--- src/rtl/serial_adder_pkg.sv ---
// rtl/serial_adder_pkg.sv - shared state encoding and sizing helper for the bit-serial adder
package serial_adder_pkg;

    typedef enum logic [1:0] {
        IDLE  = 2'd0,
        SHIFT = 2'd1,
        DONE  = 2'd2
    } state_t;

    // Bits needed to count 0..width inclusive
    function automatic int cnt_width(input int width);
        return $clog2(width + 1);
    endfunction

endpackage

--- src/rtl/full_adder_str.sv ---
// rtl/full_adder_str.sv - single-bit structural full adder cell
module full_adder_str (
    input  logic i_a,
    input  logic i_b,
    input  logic i_cin,
    output logic o_sum,
    output logic o_cout
);

    logic w_ab_xor;
    logic w_ab_and;
    logic w_c_and;

    xor g_xor_ab  (w_ab_xor, i_a, i_b);
    xor g_xor_sum (o_sum, w_ab_xor, i_cin);
    and g_and_ab  (w_ab_and, i_a, i_b);
    and g_and_c   (w_c_and, w_ab_xor, i_cin);
    or  g_or_cout (o_cout, w_ab_and, w_c_and);

endmodule

--- src/rtl/serial_adder_param.sv ---
// rtl/serial_adder_param.sv - bit-serial WIDTH-bit adder with start/done handshake
module serial_adder_param
    import serial_adder_pkg::*;
#(
    parameter int WIDTH = 8
) (
    input  logic             clk,
    input  logic             rst,
    input  logic             start,
    input  logic [WIDTH-1:0] a,
    input  logic [WIDTH-1:0] b,
    input  logic             cin,
    output logic             busy,
    output logic             done,
    output logic [WIDTH-1:0] sum,
    output logic             cout
);

    localparam int CW = cnt_width(WIDTH);

    state_t           r_state;
    logic [WIDTH-1:0] r_a_sh;
    logic [WIDTH-1:0] r_b_sh;
    logic [WIDTH-1:0] r_part;
    logic             r_carry;
    logic [CW-1:0]    r_cnt;

    logic             w_fa_sum;
    logic             w_fa_cout;
    logic [WIDTH-1:0] w_part_next;
    logic             w_last;

    // One shared cell processes the current LSBs and the running carry
    full_adder_str u_fa (
        .i_a    (r_a_sh[0]),
        .i_b    (r_b_sh[0]),
        .i_cin  (r_carry),
        .o_sum  (w_fa_sum),
        .o_cout (w_fa_cout)
    );

    // New sum bit enters at the MSB; written this way so WIDTH=1 needs no special case
    assign w_part_next = WIDTH'({w_fa_sum, r_part} >> 1);
    assign w_last      = (r_cnt == CW'(WIDTH - 1));

    // Control FSM, shift datapath and registered outputs
    always_ff @(posedge clk or posedge rst) begin
        if (rst) begin
            r_state <= IDLE;
            r_a_sh  <= '0;
            r_b_sh  <= '0;
            r_part  <= '0;
            r_carry <= 1'b0;
            r_cnt   <= '0;
            busy    <= 1'b0;
            done    <= 1'b0;
            sum     <= '0;
            cout    <= 1'b0;
        end else begin
            case (r_state)
                IDLE, DONE: begin
                    done <= 1'b0;
                    if (start) begin
                        r_a_sh  <= a;
                        r_b_sh  <= b;
                        r_carry <= cin;
                        r_cnt   <= '0;
                        busy    <= 1'b1;
                        r_state <= SHIFT;
                    end else begin
                        r_state <= IDLE;
                    end
                end
                SHIFT: begin
                    r_a_sh  <= r_a_sh >> 1;
                    r_b_sh  <= r_b_sh >> 1;
                    r_part  <= w_part_next;
                    r_carry <= w_fa_cout;
                    r_cnt   <= r_cnt + CW'(1);
                    if (w_last) begin
                        sum     <= w_part_next;
                        cout    <= w_fa_cout;
                        done    <= 1'b1;
                        busy    <= 1'b0;
                        r_state <= DONE;
                    end
                end
                default: begin
                    busy    <= 1'b0;
                    done    <= 1'b0;
                    r_state <= IDLE;
                end
            endcase
        end
    end

endmodule
--- config.mk ---
export PLATFORM = sky130hd
export DESIGN_NAME = serial_adder_param
export DESIGN_NICKNAME = d
export VERILOG_FILES = /design/src/rtl/serial_adder_pkg.sv /design/src/rtl/full_adder_str.sv /design/src/rtl/serial_adder_param.sv
export SDC_FILE = /design/constraint.sdc
export NUM_CORES = 1
export LEC_CHECK = 0
export BUFFER_PORTS_ARGS = -buffer_cell sky130_fd_sc_hd__buf_4
export CAP_MARGIN = 0
export CORE_ASPECT_RATIO = 0.75
export CORE_UTILIZATION = 54
export DETAILED_ROUTE_END_ITERATION = 10
export PLACE_DENSITY = 0.79
export SYNTH_ARGS = -nofsm -noshare
export SYNTH_HDL_FRONTEND = slang
export SYNTH_HIERARCHICAL = 1
export SYNTH_SLANG_ARGS = --single-unit
--- constraint.sdc ---
create_clock -name clk -period 1.68 [get_ports clk]
set_input_delay 0.084 -clock clk [delete_from_list [all_inputs] [get_ports clk]]
set_output_delay 0.084 -clock clk [all_outputs]
set_load 0.01 [all_outputs]
# Word level (Yosys, flattened, before mapping)
# Index checks and enable logic that the tools add are counted.
# Widths: inputs -> output; s select.
[word_totals]
inputBits = 20
wordCells = 43
regBits = 42
[classes]
n_bitwise = 5
muxes = 16
eq_ne = 5
addsub = 1
reduce_logical = 6
[ops]
columns = ["operator", "count"]
rows = [
  ["$pmux 8 s2", 2],
  ["$mux 8", 2],
  ["$pmux 4 s2", 1],
  ["$mux 1", 6],
  ["$reduce_and 2->1", 3],
  ["$add 4x1->4 const B", 1],
  ["$eq 4x3->1 const B", 1],
  ["$mux 4", 1],
  ["$ne 2x2->1 const B", 2],
  ["$pmux 1 s2", 2],
  ["$pmux 2 s2", 1],
  ["$and 1x1->1", 2],
  ["$eq 2x1->1 const B", 1],
  ["$eq 2x2->1 const B", 1],
  ["$logic_not 2->1", 1],
  ["$mux 2", 1],
  ["$reduce_bool 2->1", 1],
  ["$reduce_or 2->1", 1],
  ["$xor 1x1->1", 2],
  ["$or 1x1->1", 1],
]

# Logic depth before layout (Yosys ltp)
# Gate-level depths: netlist of the first run.
[logic_depth]
ltp_word = 4
mapped_depth = 5

# By module
# Netlist of the first run, hierarchy kept.
[modules_own_cells]
columns = ["mod", "area_each_um2", "seq_area_each_um2", "n_inst", "cells_each"]
rows = [
  ["serial_adder_param", 1639.1, 1001.0, 1, 114],
  ["full_adder_str", 20.0, 0.0, 1, 1],
]

# Least setup slack after synthesis of the first run
# No wires, ideal clock.
[synth_timing]
kind = "register -> register"
from = "reg r_cnt[0]"
to = "reg cout"
period_less_slack_ns = 1.446
setup_time_ns = 0.125
path_stages_with_launch = 6
path_slack_ns = 0.234
arrival_ns = 1.322
cell_sequence = "dfrtp_1 ha_1 nand3b_1 nor3b_1 buf_4 mux2_2"
[synth_between]
elab_chain_cells = 2
[synth_rtl]
columns = ["element", "line", "text"]
rows = [
  ["start, declared", "serial_adder_param.sv:26", "logic [CW-1:0] r_cnt;"],
  ["start signal, assigned", "serial_adder_param.sv:79", "r_cnt <= r_cnt + CW'(1);"],
  ["$eq 4x3->1", "serial_adder_param.sv:44", "assign w_last = (r_cnt == CW'(WIDTH - 1));"],
  ["$reduce_and 2->1 (no source line)", "n/a", ""],
  ["end signal, assigned", "serial_adder_param.sv:82", "cout <= w_fa_cout;"],
  ["end, declared", "serial_adder_param.sv:16", "output logic cout"],
]
# No other way between the ends.
# A chain may end at the register's enable or synchronous reset.

# Worst setup path after layout of the first run
[layout_timing]
from = "reg r_cnt[0]"
to = "reg sum[0]"
[layout_between]
elab_chain_cells = 2
[layout_rtl]
columns = ["element", "line", "text"]
rows = [
  ["$eq 4x3->1", "serial_adder_param.sv:44", ""],
  ["$reduce_and 2->1 (no source line)", "n/a", ""],
  ["end signal, assigned", "serial_adder_param.sv:81", "sum <= w_part_next;"],
  ["end, declared", "serial_adder_param.sv:15", "output logic [WIDTH-1:0] sum,"],
]
# No other way between the ends.

==> results of run 1 <==
## final timing paths
path                                    endpoint  cells past startpoint
max                           sum[0]$_DFFE_PP0P_                      5
min                        r_b_sh[7]$_DFFE_PP0P_                      2
max reg2reg                   sum[0]$_DFFE_PP0P_                      5
min reg2reg                r_b_sh[2]$_DFFE_PP0P_                      1
max in group asynchronous  r_a_sh[7]$_DFFE_PP0P_                      4
min in group asynchronous     sum[5]$_DFFE_PP0P_                      4
## Yosys cell counts, types with 2 or more instances
cell       n
nand3b_1   2
mux2_2    17
mux2i_1    2
a21o_1    16
buf_6      2
a22o_1    19
buf_4      2
dfrtp_1   40
nor2b_1    2
buf_2      3
## per-stage QoR
step	hold slack, ns	util	setup slack, ns
CTS	0.0213	0.691	0.110
floorplan	0.224	-	0.234
detailed placement	0.239	0.656	0.118
finish	0.0257	0.703	0.0740
global placement	0.228	0.656	0.161
global route	0.0217	0.703	-0.00387
## sequential cells by signal, indices dropped and copies added (netlist names)
signal,count
sum,8
r_part,7
r_cnt,4
busy,1
done,1
r_b_sh,8
r_carry,1
cout,1
r_a_sh,8
r_state,1
## critical path, delay by kind of cell (launching register included)
family	cells	cell delay [ns]
flops	1	0.38
simple gates	2	0.38
mux	1	0.33
fa+ha+maj	1	0.20
buf+inv	1	0.20
## layout make-up
type / count / area share
Clock buffer: 7 / 0.0418
Clock inverter: 1 / 0.00364
Inverter: 1 / 0.00182
Multi-Input combinational cell: 67 / 0.294
Sequential cell: 40 / 0.485
Tap cell: 38 / 0.0230
Timing Repair Buffer: 41 / 0.150
## power by group through the flow
stage                     sequential (mW)  clock, mW  combinational, mW
after floorplan                      1.69          0               1.11
after global placement               1.68          0               1.47
after detailed placement             1.71          0               1.54
after CTS                            1.69      0.666               1.56
after global routing                 1.75      0.711               1.74
final                                1.69      0.650               1.60
## cells by family (layout without fill, tap and decap cells)
| family | Yosys count | count (layout) |
|---|---|---|
| flip-flops | 40 | 40 |
| AO/OA/AOI/OAI | 36 | 36 |
| multiplexers | 19 | 19 |
| AND/OR/NAND/NOR | 10 | 10 |
| buffers and inverters | 8 | 50 |
| adder cells (fa/ha/maj) | 2 | 2 |
## per-layer routing
metal  wire length [um]  GRT usage  share of wire
met1               1350      0.253           0.47
met4                 44     0.0851          0.015
met5                  0          0              0
met3                129     0.0741          0.045
met2               1340      0.298           0.47
## what timing repair did
item / 4_1_cts / 5_1_grt
setup endpoints to repair: 0 / 1
hold buffers: 1 / 0
resized for setup: 0 / 3
setup buffers: 0 / 3
hold endpoints to repair: 40 / 0
==> results.sh, run 1 <==
export IMPL_outcome="finished clean"
export IMPL_p_sw_mw=1.25
export IMPL_synth_top_family_by_area="compound AO/OA/AOI/OAI gates"
export IMPL_placed_area_um2=1920
export IMPL_gr_total_overflow=0
export IMPL_cp_max_fo=5
export IMPL_reg2reg_slack_ns=0.07
export IMPL_r2r_start="r_cnt[0]$_DFFE_PP0P_"
export IMPL_cts_root_buf="clkbuf_8"
export IMPL_antenna_found_initial=0
export IMPL_post_route_min_period_ns=1.61
export IMPL_synth_seq_area_share=0.603
export IMPL_synthDistinctLibCells=20
export IMPL_path_cells="ha_1 -> nand3b_1 -> nor3b_2 -> buf_4 -> mux2_2"
export IMPL_path_clk_slew_ns=0.07
export IMPL_die_h_um=50.0
export IMPL_grt_pass1_vias=1031
export IMPL_initialDrtViolationCount=20
export IMPL_fin_skew_ns=0.00618
export IMPL_grt_start_max_net_pins=41
export IMPL_synth_area_top_cells="dfrtp_1, mux2_2, a22o_1"
export IMPL_synthAdderAreaFrac=0.0196
export IMPL_synth_mux_area_frac=0.127
export IMPL_min_delay_start="b[7]"
export IMPL_async_reset_ff_frac=1.00
export IMPL_fp_coreArea_um2=2940
export IMPL_setup_tns_ns=0
export IMPL_synth_simple_gate_area_frac=0.0400
export IMPL_critical_path_required_ns=1.85
export IMPL_seq_power_share=0.429
export IMPL_slew_headroom=0.493
export IMPL_initial_core_util=0.565
export IMPL_swShare=0.319
export IMPL_grt_pass1_wl_mm=4.67
export IMPL_leakage_nw=1.07
export IMPL_maxCapViolCount=0
export IMPL_htreeDepth=2
export IMPL_drive_above_1_share=0.427
export IMPL_synth_main_ff_cell="dfrtp_1"
export IMPL_synth_xor_area_frac=0
export IMPL_ant_nets=0
export IMPL_crit_path_start_kind="flop"
export IMPL_worstMarginPinSlew_ns=0.759
export IMPL_synth_seq_cells=40
export IMPL_powerDensity_nw_per_um2=1910
export IMPL_setup_worst_path_class="reg -> reg"
export IMPL_io_buffers=30
export IMPL_netlist_area_leader_share=0.603
export IMPL_wl_per_cell_um=14.7
export IMPL_startpoint="r_cnt[0]$_DFFE_PP0P_"
export IMPL_critPathCaptureType="flop"
export IMPL_place_detailed_hpwl_mm=1.89
export IMPL_insertion_delay_ns=0.29
export IMPL_num_fill_cells=207
export IMPL_die_w_um=66.0
export IMPL_period_share=0.956
export IMPL_multi_input_area_um2=607
export IMPL_p_comb_frac=0.406
export IMPL_cts_sinks=40
export IMPL_seq_area_um2=1000
export IMPL_dp_cells=182
export IMPL_fin_cells=195
export IMPL_n_antenna_cell=0
export IMPL_fin_area_um2=2060
export IMPL_synth_nets=137
export IMPL_dieArea_um2=3300
export IMPL_final_cell_mix="dfrtp_1, buf_4, a22o_1"
export IMPL_fmax_ghz=0.623
export IMPL_crit_path_max_incr_delay_ns=0.38
export IMPL_ys_warnings_count=6
export IMPL_fin_nets=178
export IMPL_ir_worst_vdd_v=0.000925
export IMPL_syn_to_final_growth_pct=24.4
export IMPL_setup_viol=0
export IMPL_syn_area_um2=1660
export IMPL_via_per_inst=5.61
export IMPL_syn_area_per_cell_um2=14.4
export IMPL_synth_top_area_cell="dfrtp_1"
export IMPL_cts_tree="done"
export IMPL_wl_mm=2.86
export IMPL_cts_buffers=5
export IMPL_internal_power_mw=2.68
export IMPL_arrival_ns=1.78
export IMPL_synth_cells=115
export IMPL_cts_max_path_buffers=2
export IMPL_drv_slew=0
export IMPL_power_frac_clock=0.165
export IMPL_first_pass_iters=4
export IMPL_slowest_stage="dfrtp_1"
export IMPL_rows=17
export IMPL_synth_compound_area_frac=0.176
export IMPL_total_power_mw=3.94
export IMPL_holdCritPathClass="in -> reg"
export IMPL_drc_errors=0
export IMPL_pin_count=31
export IMPL_vias=1093
export IMPL_hold_viol_final=0
export IMPL_synth_edf_count=0
export IMPL_gp_congestion=0.689
export IMPL_grt_total_usage=0.197
Power figures use the tool's default switching activity.
==> inputs of run 2 (changes only) <==
Settings changed: ABC_AREA set to 1, CORE_UTILIZATION 54 to 27, HOLD_SLACK_MARGIN set to 0.02, PLACE_DENSITY 0.79 to 0.45.
==> run 2 against run 1 <==
  * Via count up 30%
  * First-iteration DRC count rose to 4.4 times the previous value
  * Maximum frequency up 16%
  * Combinational power about the same
  * Critical path type unchanged
  * Highest routed layer unchanged
==> results.sh, run 2 <==
export IMPL_pin_count=31
export IMPL_synth_edf_count=0
export IMPL_io_buffers=30
export IMPL_insertion_delay_ns=0.30
export IMPL_r2r_start="r_cnt[0]$_DFFE_PP0P_"
export IMPL_fmax_ghz=0.721
export IMPL_vias=1424
export IMPL_synth_area_top_cells="dfrtp_1, nand2_1, inv_1"
export IMPL_cts_max_path_buffers=2
export IMPL_path_clk_slew_ns=0.08
export IMPL_fin_skew_ns=0.00645
export IMPL_grt_setup_unrepaired="no"
export IMPL_maxCapViolCount=0
export IMPL_min_delay_start="start"
export IMPL_final_util=0.356
export IMPL_synthDistinctLibCells=17
export IMPL_cts_root_buf="clkbuf_8"
export IMPL_grt_pass1_vias=1370
export IMPL_holdCritPathClass="in -> reg"
export IMPL_hold_depth=3
export IMPL_initial_core_util=0.284
export IMPL_path_cells="ha_1 -> nand2_1 -> nor2_4 -> nand2_2 -> nand2_1 -> nand2_1"
export IMPL_period_share=0.826
export IMPL_gr_total_overflow=0
export IMPL_internal_power_mw=2.59
export IMPL_grt_start_max_net_pins=41
export IMPL_post_route_min_period_ns=1.39
export IMPL_n_antenna_cell=0
export IMPL_fin_nets=286
export IMPL_drc_errors=0
export IMPL_wl_per_cell_um=10.8
export IMPL_post_cts_resized=0
export IMPL_fin_cells=346
export IMPL_yosysMostFrequentCell="nand2_1"
export IMPL_cts_sinks=40
export IMPL_synth_common_cells="nand2_1, dfrtp_1, inv_1"
export IMPL_die_h_um=73.2
export IMPL_dieArea_um2=7090
export IMPL_slowest_stage="dfrtp_1"
export IMPL_setup_worst_path_class="reg -> reg"
export IMPL_drive_above_1_share=0.192
export IMPL_syn_area_per_cell_um2=8.03
export IMPL_p_sw_mw=1.60
export IMPL_crit_path_max_incr_delay_ns=0.40
export IMPL_gp_congestion=0.739
export IMPL_critical_path_required_ns=1.87
export IMPL_cp_buffers_inverters=0
export IMPL_ir_worst_vdd_v=0.000378
export IMPL_cts_buffers=5
export IMPL_hold_viol_final=0
export IMPL_p_comb_frac=0.386
export IMPL_syn_to_final_growth_pct=25.1
export IMPL_leakage_nw=1.28
export IMPL_synth_nets=249
export IMPL_synth_main_ff_cell="dfrtp_1"
export IMPL_r2r_cells=6
export IMPL_fp_coreArea_um2=6410
export IMPL_netlist_area_leader_share=0.549
export IMPL_layout_commonest_cell="nand2_1"
export IMPL_reg_top3="r_a_sh: 8 flops, r_b_sh: 8 flops, sum: 8 flops"
export IMPL_via_per_inst=4.12
export IMPL_startpoint="r_cnt[0]$_DFFE_PP0P_"
export IMPL_cts_tree="done"
export IMPL_setup_viol=0
export IMPL_ys_warnings_count=6
export IMPL_crit_top_cell="nand2_1"
export IMPL_syn_area_um2=1820
export IMPL_ant_nets=0
export IMPL_wl_mm=3.73
export IMPL_reg2reg_slack_ns=0.29
export IMPL_powerDensity_nw_per_um2=1840
export IMPL_outcome="finished clean"
export IMPL_num_fill_cells=684
export IMPL_cp_max_fo=10
export IMPL_dp_cells=335
export IMPL_seq_area_um2=1000
export IMPL_setup_tns_ns=0
export IMPL_critPathCaptureType="flop"
export IMPL_htreeDepth=2
export IMPL_power_frac_clock=0.207
export IMPL_synth_top_area_cell="dfrtp_1"
export IMPL_worstMarginPinSlew_ns=0.508
export IMPL_synth_seq_cells=40
export IMPL_rr_endpoint="sum[0]$_DFFE_PP0P_"
export IMPL_swShare=0.383
export IMPL_multi_input_area_um2=679
export IMPL_synth_seq_area_share=0.549
export IMPL_grt_pass1_wl_mm=6.49
export IMPL_async_reset_ff_frac=1.00
export IMPL_drv_slew=0
export IMPL_cp_top_family="simple AND/OR/NAND/NOR gates"
export IMPL_first_pass_iters=4
export IMPL_grt_total_usage=0.120
export IMPL_die_w_um=96.9
export IMPL_slew_headroom=0.662
export IMPL_synth_cells=227
export IMPL_crit_path_start_kind="flop"
export IMPL_final_cell_mix="nand2_1, dfrtp_1, buf_4"
export IMPL_place_detailed_hpwl_mm=2.56
export IMPL_arrival_ns=1.58
export IMPL_initialDrtViolationCount=87
export IMPL_holdPathEnd="r_state[0]$_DFFE_PP0P_"
export IMPL_seq_power_share=0.407
export IMPL_rows=25
export IMPL_antenna_found_initial=0
run 2: final cells by class:
| type | instances | area share |
|---|---|---|
| Inverter | 22 | 0.0362 |
| Tap cell | 81 | 0.0444 |
| Multi-Input combinational cell | 159 | 0.298 |
| Clock buffer | 7 | 0.0422 |
| Timing Repair Buffer | 36 | 0.127 |
| Clock inverter | 1 | 0.0132 |
| Sequential cell | 40 | 0.439 |
run 2: repair_timing:
action,4_1_cts,5_1_grt
hold endpoints to repair,42,0
hold buffers,3,0
setup buffers,0,0
run 2: worst max path at each step:
| stage | endpoint | slack (ns) | depth (start not counted) |
|---|---|---|---|
| final | sum[0]$_DFFE_PP0P_ | 0.29 | 6 |
| after global routing | cout$_DFFE_PP0P_ | 0.10 | 6 |
| after CTS | sum[3]$_DFFE_PP0P_ | 0.28 | 6 |
| after detailed placement | sum[6]$_DFFE_PP0P_ | 0.29 | 6 |
| after global placement | sum[7]$_DFFE_PP0P_ | 0.35 | 6 |
| after floorplan | cout$_DFFE_PP0P_ | 0.48 | 6 |
run 2: cells by family (layout without fill, tap and decap cells):
family	count (synthesis)	after routing	share of synthesized area
and+or+nand+nor	155	155	0.349
DFF	40	40	0.549
buffers and inverters	28	66	0.0782
adders and majority gates	2	2	0.0178
AOI/OAI and AO/OA	2	2	0.00549
run 2: tightest hold or removal path, cell delays in order:
cell	delay [ns]
buf_4	0.09
nand2_1	0.07
nand2_1	0.06
run 2: routing by layer:
metal	global-route usage	vias to the layer above	wire [um]
li1	-	755	-
met1	0.171	635	2010
met2	0.160	26	1480
met3	0.0316	8	153
met4	0.0746	0	89
met5	0	-	0
run 2: power by group through the flow:
stage                     Clock, mW  Combinational [mW]  Sequential [mW]
after detailed placement          0                1.65             1.72
after global routing          0.921                1.88             1.78
after global placement            0                1.62             1.73
after floorplan                   0                1.17             1.72
after CTS                     0.896                1.66             1.71
final                         0.866                1.62             1.71
run 2: metrics by stage:
stage	power [mW]	hold WS (ns)	cell area, um2	worst slack (ns)
2_1_floorplan	2.88	0.201	1820	0.485
3_5_place_dp	3.38	0.252	2120	0.291
3_3_place_gp	3.35	0.257	2120	0.352
5_1_grt	4.58	0.0358	2280	0.103
6_report	4.19	0.0372	2280	0.293
4_1_cts	4.27	0.0351	2280	0.279
==> inputs of run 3 (changes only) <==
Clock period 1.68 ns to 1.35 ns, I/O delays scaled along.
==> run 3 against run 2 <==
  * Largest power group is now combinational cells
  * First-iteration DRC count decreased by 38%
  * Via count increased by 2.6%
  * Critical endpoint is now sum[7]$_DFFE_PP0P_
  * Critical path type unchanged
  * Sequential power increased by 24%
  * Worst setup slack got worse by 0.26 ns
==> results.sh, run 3 (synthesized netlist as in run 2, its figures left out) <==
export IMPL_reg_top3="r_a_sh: 8 flops, r_b_sh: 8 flops, sum: 8 flops"
export IMPL_hold_viol_final=0
export IMPL_n_antenna_cell=0
export IMPL_outcome="finished clean"
export IMPL_cts_max_path_buffers=2
export IMPL_slew_headroom=0.664
export IMPL_grt_pass1_vias=1373
export IMPL_path_clk_slew_ns=0.07
export IMPL_initial_core_util=0.284
export IMPL_seq_area_um2=1000
export IMPL_holdWs_ns=0.0426
export IMPL_gr_total_overflow=0
export IMPL_fin_nets=295
export IMPL_htreeDepth=2
export IMPL_leakage_nw=1.31
export IMPL_crit_path_max_incr_delay_ns=0.40
export IMPL_crit_path_start_kind="flop"
export IMPL_post_route_min_period_ns=1.32
export IMPL_drc_errors=0
export IMPL_setup_worst_path_class="reg -> reg"
export IMPL_holdCritPathClass="in -> reg"
export IMPL_grt_setup_unrepaired="yes"
export IMPL_grt_start_max_net_pins=41
export IMPL_grt_total_usage=0.117
export IMPL_wl_per_cell_um=10.8
export IMPL_via_per_inst=4.12
export IMPL_arrival_ns=1.49
export IMPL_drive_above_1_share=0.223
export IMPL_fp_coreArea_um2=6410
export IMPL_cts_sinks=40
export IMPL_period_share=0.975
export IMPL_pin_count=31
export IMPL_wl_mm=3.84
export IMPL_dieArea_um2=7090
export IMPL_critPathCaptureType="flop"
export IMPL_cts_buffers=5
export IMPL_cp_top_family="simple AND/OR/NAND/NOR gates"
export IMPL_powerDensity_nw_per_um2=2210
export IMPL_die_w_um=96.9
export IMPL_fmax_ghz=0.760
export IMPL_path_cells="ha_2 -> nand2_2 -> nor2_4 -> nand2_2 -> nand2_1 -> nand2_1"
export IMPL_vias=1461
export IMPL_io_buffers=30
export IMPL_worstMarginPinSlew_ns=0.504
export IMPL_setup_viol=0
export IMPL_fin_area_um2=2340
export IMPL_num_fill_cells=696
export IMPL_ant_nets=0
export IMPL_grt_pass1_wl_mm=6.44
export IMPL_cp_num_cells=6
export IMPL_antenna_found_initial=0
export IMPL_ir_worst_vdd_v=0.000550
export IMPL_critical_path_required_ns=1.53
export IMPL_rows=25
export IMPL_cts_tree="done"
export IMPL_insertion_delay_ns=0.29
export IMPL_r2r_cells=6
export IMPL_gp_congestion=0.759
export IMPL_fin_skew_ns=0.00304
export IMPL_cts_root_buf="clkbuf_8"
export IMPL_hold_depth=3
export IMPL_place_detailed_hpwl_mm=2.55
export IMPL_cp_max_fo=6
export IMPL_cp_buffers_inverters=0
export IMPL_drv_slew=0
export IMPL_first_pass_iters=4
export IMPL_placed_area_um2=2170
export IMPL_initialDrtViolationCount=54
export IMPL_die_h_um=73.2
export IMPL_final_cell_mix="nand2_1, dfrtp_1, buf_4"
export IMPL_slowest_stage="dfrtp_1"
export IMPL_multi_input_area_um2=701
export IMPL_syn_to_final_growth_pct=28.5
export IMPL_maxCapViolCount=0
export IMPL_layout_commonest_cell="nand2_1"
==> run 3: changes by cell type in the layout (fill, tap and decap cells not counted) <==
cell and change:
nand2_2 +1, ha_1 -1, nand2_4 +1, clkbuf_8 -1
nand3_1 -1, nand3_2 +1, buf_12 +1, ha_2 +1
bufinv_16 -1, buf_6 +1, buf_4 +6, clkbuf_1 +2
nand2_1 -1
==> run 3: worst paths after layout <==
kind	startpoint	to	slack, ns
worst max-delay path	r_cnt[1]$_DFFE_PP0P_	sum[7]$_DFFE_PP0P_	0.03
worst max register to register	r_cnt[1]$_DFFE_PP0P_	sum[7]$_DFFE_PP0P_	0.03
worst min-delay path	start	r_state[0]$_DFFE_PP0P_	0.04
worst min register to register	sum[2]$_DFFE_PP0P_	sum[2]$_DFFE_PP0P_	0.47
min in group asynchronous	rst	sum[6]$_DFFE_PP0P_	0.46
max in group asynchronous	rst	r_a_sh[4]$_DFFE_PP0P_	0.53
==> run 3: worst reg2reg max path, cell delays in order, from the launching register on <==
cell and delay, ns:
dfrtp_1 0.40, ha_2 0.22, nand2_2 0.08, nor2_4 0.23
nand2_2 0.15, nand2_1 0.08, nand2_1 0.05
==> run 3: power breakdown <==
part	switching [mW]	internal, mW
logic	1.28	0.983
clock network	0.383	0.417
registers	0.378	1.74
total	2.04	3.14
==> run 3: final cells by class <==
cell class,count,area share
Timing Repair Buffer,44,0.157
Multi-Input combinational cell,160,0.299
Inverter,22,0.0353
Sequential cell,40,0.427
Clock buffer,8,0.0385
Tap cell,81,0.0433
==> run 3: per-stage QoR <==
stage	power [mW]	utilization	setup slack (ns)	setup TNS, ns	std cells
2_1_floorplan	3.59	-	0.155	0	227
3_5_place_dp	4.29	0.338	0.0836	0	339
4_1_cts	5.14	0.357	0.0678	0	350
6_report	5.18	0.365	0.0341	0	355
3_3_place_gp	4.29	0.338	0.127	0	339
5_1_grt	5.70	0.365	-0.0401	-0.300	355
==> run 3: layer usage <==
metal,global-route usage,part of all wire
met1,0.166,0.56
met2,0.171,0.40
met3,0.0307,0.027
met4,0.0448,0.0081
met5,0,0
==> run 3: what timing repair did <==
item	CTS	global route
endpoints found under the setup margin	0	9
hold buffers	3	0
gates resized for setup	0	5
hold endpoints to repair	42	0
buffers inserted	0	4
